===== src/rtl/gcore_pkg.sv =====
// gcore_pkg: opcodes, instruction field positions and FSM encoding shared by the issue block.
package gcore_pkg;
  typedef enum logic [2:0] {
    OP_ADD = 3'b000,
    OP_SUB = 3'b001,
    OP_AND = 3'b010,
    OP_OR  = 3'b011,
    OP_XOR = 3'b100,
    OP_LDI = 3'b101,
    OP_SLT = 3'b110,
    OP_BZ  = 3'b111
  } op_e;
  typedef enum logic [1:0] {
    S_IDLE  = 2'd0,
    S_ISSUE = 2'd1,
    S_WB    = 2'd2
  } state_e;
  localparam int OP_MSB  = 15;
  localparam int OP_LSB  = 13;
  localparam int RD_MSB  = 12;
  localparam int RD_LSB  = 11;
  localparam int RS_MSB  = 10;
  localparam int RS_LSB  = 9;
  localparam int RT_MSB  = 1;
  localparam int RT_LSB  = 0;
  localparam int IMM_MSB = 7;
  localparam int IMM_LSB = 0;
endpackage


===== src/rtl/gcore_regfile.sv =====
// gcore_regfile: 4x8 register file, two read ports, one write port, debug read; R0 is hardwired zero.
module gcore_regfile (
  input  logic       clk,
  input  logic       rst_n,
  input  logic [1:0] ra_sel,
  input  logic [1:0] rb_sel,
  input  logic       we,
  input  logic [1:0] w_sel,
  input  logic [7:0] w_data,
  input  logic [1:0] dbg_sel,
  output logic [7:0] ra_data,
  output logic [7:0] rb_data,
  output logic [7:0] dbg_data
);
  logic [7:0] r_q [4];
  // r_q[0] is reset and never written, so plain indexing reads it as zero
  always_ff @(posedge clk or negedge rst_n) begin
    if (!rst_n) begin
      for (int i = 0; i < 4; i++) r_q[i] <= '0;
    end else if (we && w_sel != 2'd0) begin
      r_q[w_sel] <= w_data;
    end
  end
  assign ra_data  = r_q[ra_sel];
  assign rb_data  = r_q[rb_sel];
  assign dbg_data = r_q[dbg_sel];
endmodule


===== src/rtl/alu_issue.sv =====
// alu_issue: single-issue front end that feeds an external ALU and writes its result back.
module alu_issue
  import gcore_pkg::*;
(
  input  logic        clk,
  input  logic        rst_n,
  input  logic        instr_valid,
  input  logic [15:0] instr,
  output logic        instr_ready,
  output logic [2:0]  alu_op,
  output logic [7:0]  alu_a,
  output logic [7:0]  alu_b,
  input  logic [7:0]  alu_ans,
  input  logic        alu_zero,
  output logic        res_valid,
  output logic [7:0]  res_data,
  output logic        br_taken,
  output logic [7:0]  br_off,
  input  logic [1:0]  dbg_sel,
  output logic [7:0]  dbg_data
);
  state_e     state_q;
  op_e        op_q;
  logic [1:0] rd_q;
  logic [7:0] imm_q;
  logic [2:0] alu_op_q;
  logic [7:0] alu_a_q;
  logic [7:0] alu_b_q;
  logic [7:0] ra_data;
  logic [7:0] rb_data;
  logic       wb;
  logic       we;
  op_e        op;
  assign op          = op_e'(instr[OP_MSB:OP_LSB]);
  assign instr_ready = state_q == S_IDLE && rst_n;
  assign wb          = state_q == S_WB;
  assign we          = wb && op_q != OP_BZ;
  gcore_regfile u_rf (
    .clk      (clk),
    .rst_n    (rst_n),
    .ra_sel   (instr[RS_MSB:RS_LSB]),
    .rb_sel   (instr[RT_MSB:RT_LSB]),
    .we       (we),
    .w_sel    (rd_q),
    .w_data   (res_data),
    .dbg_sel  (dbg_sel),
    .ra_data  (ra_data),
    .rb_data  (rb_data),
    .dbg_data (dbg_data)
  );
  always_ff @(posedge clk or negedge rst_n) begin
    if (!rst_n) begin
      state_q  <= S_IDLE;
      op_q     <= OP_ADD;
      rd_q     <= '0;
      imm_q    <= '0;
      alu_op_q <= '0;
      alu_a_q  <= '0;
      alu_b_q  <= '0;
    end else begin
      case (state_q)
        S_IDLE: if (instr_valid) begin
          op_q  <= op;
          rd_q  <= instr[RD_MSB:RD_LSB];
          imm_q <= instr[IMM_MSB:IMM_LSB];
          if (op == OP_LDI) begin
            state_q <= S_WB;
          end else begin
            alu_op_q <= op;
            alu_a_q  <= ra_data;
            alu_b_q  <= op == OP_BZ ? 8'h00 : rb_data;
            state_q  <= S_ISSUE;
          end
        end
        S_ISSUE: state_q <= S_WB;
        default: state_q <= S_IDLE;
      endcase
    end
  end
  // alu_ans/alu_zero are only valid during WB, so result and branch are formed from them there
  assign alu_op    = alu_op_q;
  assign alu_a     = alu_a_q;
  assign alu_b     = alu_b_q;
  assign res_valid = wb;
  assign res_data  = !wb || op_q == OP_BZ ? 8'h00 : op_q == OP_LDI ? imm_q : alu_ans;
  assign br_taken  = wb && op_q == OP_BZ && alu_zero;
  assign br_off    = br_taken ? imm_q : 8'h00;
endmodule

===== config.mk =====
export PLATFORM = sky130hd
export DESIGN_NAME = alu_issue
export DESIGN_NICKNAME = d
export VERILOG_FILES = /design/src/rtl/gcore_pkg.sv /design/src/rtl/gcore_regfile.sv /design/src/rtl/alu_issue.sv
export SDC_FILE = /design/constraint.sdc
export NUM_CORES = 1
export LEC_CHECK = 0
export CORE_ASPECT_RATIO = 1.25
export CORE_MARGIN = 2
export CORE_UTILIZATION = 47
export CTS_BUF_LIST = sky130_fd_sc_hd__clkbuf_8
export CTS_CLUSTER_SIZE = 16
export DETAILED_ROUTE_END_ITERATION = 10
export MAX_ROUTING_LAYER = met4
export PLACE_DENSITY = 0.87
export SKIP_CTS_REPAIR_TIMING = 1
export SYNTH_ARGS = -nofsm -noshare
export SYNTH_HDL_FRONTEND = slang
export SYNTH_HIERARCHICAL = 1
export SYNTH_SLANG_ARGS = --single-unit

===== constraint.sdc =====
create_clock -name clk -period 1.7 [get_ports clk]
set_input_delay 0.34 -clock clk [delete_from_list [all_inputs] [get_ports clk]]
set_output_delay 0.34 -clock clk [all_outputs]
set_load 0.05 [all_outputs]

After elaboration in Yosys (flattened, before gate mapping) --
Index checks and enable logic that the tools add are counted.
Word-level totals: register bits after elaboration 66, bits of input ports 30, output and inout port bits 46, logic and storage cells 60
Cells by class: magnitude comparators 5, eq/ne operators 8, multiplexer cells 19, bitwise operators 5, reductions and logical operators 12
Operators by type and width (number):
- 8-bit two-way mux | 11
- 8-bit binary-select mux with 2-bit select | 3
- 32-bit bitwise mux | 1
- 8-bit demux with 2-bit select | 1
- 3-bit == test, second input constant | 4
- 3-bit >= comparator, second input constant | 4
- 2-bit NOT with 3-bit output | 4
- 1-bit logical AND | 6
- 2-bit two-way mux | 2
- 2-bit one-hot mux with 2 select lines | 1
- 3-bit by 1-bit less-than comparator with 1-bit output, second input constant | 1
- 3-bit != test, second input constant | 1
- 3-bit AND reduction | 1
- 2-bit by 1-bit == test with 1-bit output, second input constant | 1
- 2-bit == test, second input constant | 1
- 2-bit logical NOT | 1
- 2-bit != test, second input constant | 1
- 2-bit AND reduction | 1
- 2-bit nonzero test | 1
- 1-bit logical NOT | 1
- 1-bit logical OR | 1
- 1-bit NOT | 1

Logic depth before layout (Yosys ltp) --
depth in word-level cells 6, mapped depth 5, gate-level depth less buffers 4

Cells and area by module --
The synthesis kept the hierarchy.
Modules (own cells, without submodules):
- gcore_regfile | instances 1, cells an instance 97, area each 1741.7 um^2, sequential area each 800.8 um^2
- alu_issue | instances 1, cells an instance 149, area each 1581.5 um^2, sequential area each 850.8 um^2

Worst setup path before layout --
OpenSTA, ideal clock, no wires.
kind register -> output, from reg state_q[0], to out br_off[0], arrival 1.953 ns, data required time 1.360 ns, setup slack -0.593 ns, cell stages (with the launch flop) 4, path buffers 0, path through dfrtp_1 nand2b_1 nor3_2 and2_1
On the way: cells in the longest elaborated chain, start to end 4
Ends and longest elaborated chain:
- from (decl) | line alu_issue.sv:22 | state_e state_q;
- from (signal assigned) | line alu_issue.sv:53 | state_q <= S_IDLE;
- from (signal assigned) | line alu_issue.sv:67 | state_q <= S_WB;
- from (signal assigned) | line alu_issue.sv:72 | state_q <= S_ISSUE;
- 2-bit == test | line alu_issue.sv:36 | assign wb = state_q == S_WB;
- 1-bit logical AND (2 in a row) | line alu_issue.sv:86 | assign br_taken = wb && op_q == OP_BZ && alu_zero;
- net br_taken | line alu_issue.sv:17 | output logic br_taken,
- 8-bit two-way mux | line alu_issue.sv:87 | assign br_off = br_taken ? imm_q : 8'h00;
- to (decl) | line alu_issue.sv:18 | output logic [7:0] br_off,
The timed path passes the listed nets, and every way through them passes these cells.

Final worst setup path --
from reg op_q[1], to out res_data[7]
On the way: cells in the longest elaborated chain, start to end 3, elaborated cells between the ends (all ways) 5, those cells by class eq/ne (2); mux (2); reduce/logical (1)
Ends and longest elaborated chain:
- from (decl) | line alu_issue.sv:23 | op_e op_q;
- from (signal assigned) | line alu_issue.sv:63 | op_q <= op;
- 3-bit == test | line alu_issue.sv:85 | assign res_data = !wb || op_q == OP_BZ ? 8'h00 : op_q == OP_LDI ? imm_q : alu_ans;
- 8-bit two-way mux or 1-bit logical OR (tied branches) | line alu_issue.sv:85
- 8-bit two-way mux * | line alu_issue.sv:85
- to (decl) | line alu_issue.sv:16 | output logic [7:0] res_data,
Every way passes the cells marked *; elsewhere a longest branch is shown, timed or not.

==> results.json <==
{
  "ant_nets": 0,
  "pre_cts_ws_ps": -409,
  "cp_data_required_time_ps": 1360,
  "failed_checks": "negative setup slack",
  "die-area_um2": 7760,
  "synth_top_family_by_area": "multiplexers",
  "ff_latch_area_um2": 1660,
  "synth_flop_cell": "dfrtp_1",
  "cts_tree": "done",
  "synth-simple-area-share": 0.121,
  "cp-end-kind": "output port",
  "area_growth_pct": 51.4,
  "slew_headroom": 0.452,
  "netlist_instances": 246,
  "critical_path.max_fanout": 5,
  "die_y_um": 98.0,
  "dr.first_iter.drc_count": 114,
  "fin_nets": 391,
  "status": "finished with violations",
  "drc_errors": 0,
  "async_reset_ff_frac": 1.00,
  "min_path_type": "in2async",
  "startpoint_type": "register",
  "layout_common_cells": "dfrtp_1, buf_4, nand2_1",
  "tns_ps": -2680,
  "n_fill_cell": 438,
  "start_util": 0.482,
  "antenna_found_initial": 0,
  "final_common_cell": "dfrtp_1",
  "finalPower_mw": 7.28,
  "synth-seq-cells": 66,
  "clk_pin_slew_ps": 70,
  "p_clk_frac": 0.170,
  "syn-num-nets": 276,
  "clkLatencyLatePin_ps": 330,
  "grt_setup_unrepaired": "true",
  "power.internal_mw": 4.37,
  "grt_first_pass_wirelength_um": 13200,
  "p_seq_frac": 0.351,
  "combinationalPowerShare": 0.479,
  "fp.dieW_um": 79.2,
  "wl_per_cell_um": 19.1,
  "synthXorXnorAreaFrac": 0,
  "skew_ps": 7.02,
  "p_sw_frac": 0.399,
  "finalMaxSlewViolations": 0,
  "synth_edf_count": 0,
  "grt.overflow.total": 0,
  "worst_pin_slew_ps": 822,
  "dp_hpwl_um": 5910,
  "fmax_ghz": 0.535,
  "placed_area_um2": 4570,
  "power.leakage_nw": 2.36,
  "cts.htree.levels": 3,
  "synth-compound-area-share": 0.0569,
  "postRouteWirelength_um": 8690,
  "grt_pass1_vias": 2627,
  "diodes": 0,
  "synth.area.mux_share": 0.286,
  "critical_path_class": "reg2out",
  "layout_setup_ws_ps": -169,
  "yosys.area_share.adder": 0,
  "firstDrtPassIters": 4,
  "drv_cap": 0,
  "r2r_cells": 4,
  "setup_viol_count_final": 26,
  "grt_max_degree": 67,
  "yosysUniqueCellTypes": 28,
  "cts.sinks": 66,
  "io_pins": 76,
  "io_buffers": 74,
  "viasPerCell": 5.54,
  "synth_warnings": 6,
  "grt_usage": 0.227,
  "gp_congestion": 0.800,
  "rows": 34,
  "cts_max_path_buffers": 2,
  "hold_violations": 0,
  "p_per_area_nw_per_um2": 1450,
  "vias": 2525,
  "multiInputGateArea_um2": 1670,
  "drive_above_1_share": 0.579,
  "power_switching_mw": 2.91,
  "cts_buffers": 9,
  "core_um2": 6890,
  "final_cells": 456,
  "ys_seq_area_frac": 0.497,
  "mappedNetlistArea_um2": 3320,
  "stdcell_area_um2": 5030,
  "period_share": 1.10,
  "dp_cells": 418,
  "syn_avg_cell_area_um2": 13.5,
  "clockRootBuffer": "clkbuf_8",
  "cp.arrival_ps": 1530,
  "ir_drop_mv": 0.780,
  "finalWorstPathRequiredPeriod_ps": 1870
}
==> through the flow <==
stage	hold slack, ps	utilization
final	295	0.730
after global routing	346	0.730
after CTS	305	0.690
after detailed placement	403	0.663
after global placement	389	0.663
after floorplan	44.4	-
==> synth_stat cells (all sizes together) (2+ instances only) <==
| master | count | area [um2] |
|---|---|---|
| a21oi | 10 | 61.3 |
| a22o | 8 | 80.1 |
| and2 | 8 | 50.1 |
| buf | 6 | 55.1 |
| clkbuf | 16 | 60.1 |
| dfrtp | 66 | 1650 |
| inv | 4 | 15.0 |
| mux2 | 32 | 387 |
| mux4 | 24 | 563 |
| nand2 | 50 | 190 |
| nand3b | 2 | 22.5 |
| nand4b | 9 | 78.8 |
| nor3b | 2 | 26.3 |
| o21ai | 2 | 21.3 |
| o22a | 2 | 20.0 |
==> routing by layer <==
layer,track usage,vias to the layer above,wire length [um]
li1,-,1135,-
met1,0.269,1294,3340
met2,0.388,82,4840
met3,0.0360,14,347
met4,0.0822,0,163
met5,-,-,0
==> cell families (layout without fill, tap and decap cells) <==
kind of cell / after synthesis / after routing
buffers and inverters: 26 / 145
and+or+nand+nor: 75 / 76
DFF: 66 / 66
AOI/OAI and AO/OA: 23 / 23
muxes: 56 / 56
==> worst max-delay path: stages (launching register included) <==
cell and delay, ps:
dfrtp_1 430, buf_6 150, nand4b_1 180, a21oi_2 270, buf_12 180
==> registers in the layout (all words and copies together) (netlist names) <==
name	cells
alu_a	8
imm_q	8
alu_op	3
state_q	2
rd_q	2
u_rf/r_q	32
op_q	3
alu_b	8
==> path summary, 6_finish.rpt <==
path	startpoint	endpoint	slack (ps)
max in group asynchronous	rst_n	op_q[2]	810
worst min register to register	u_rf/r_q[24]	u_rf/r_q[24]	420
worst max register to register	state_q[1]	alu_b[0]	40
min in group clk	u_rf/r_q[24]	u_rf/r_q[24]	420
worst min-delay path	rst_n	u_rf/r_q[26]	300
worst max-delay path	op_q[1]	res_data[7]	-170
==> layout make-up <==
type | instances | share of cell area
well taps | 90 | 0.0224
multi-input cells | 155 | 0.332
flip-flops and latches | 66 | 0.329
clock inverters | 4 | 0.00497
inverters | 4 | 0.00298
repair buffers | 125 | 0.276
clock buffers | 12 | 0.0328
==> power by group through the flow <==
stage | logic, mW | registers, mW | clock network (mW)
floorplan | 1.47 | 3.08 | 0
global placement | 3.00 | 2.51 | 0
detailed placement | 3.09 | 2.56 | 0
CTS | 3.10 | 2.55 | 1.26
global route | 3.64 | 2.61 | 1.33
finish | 3.48 | 2.56 | 1.24
Power figures use the tool's default switching activity.
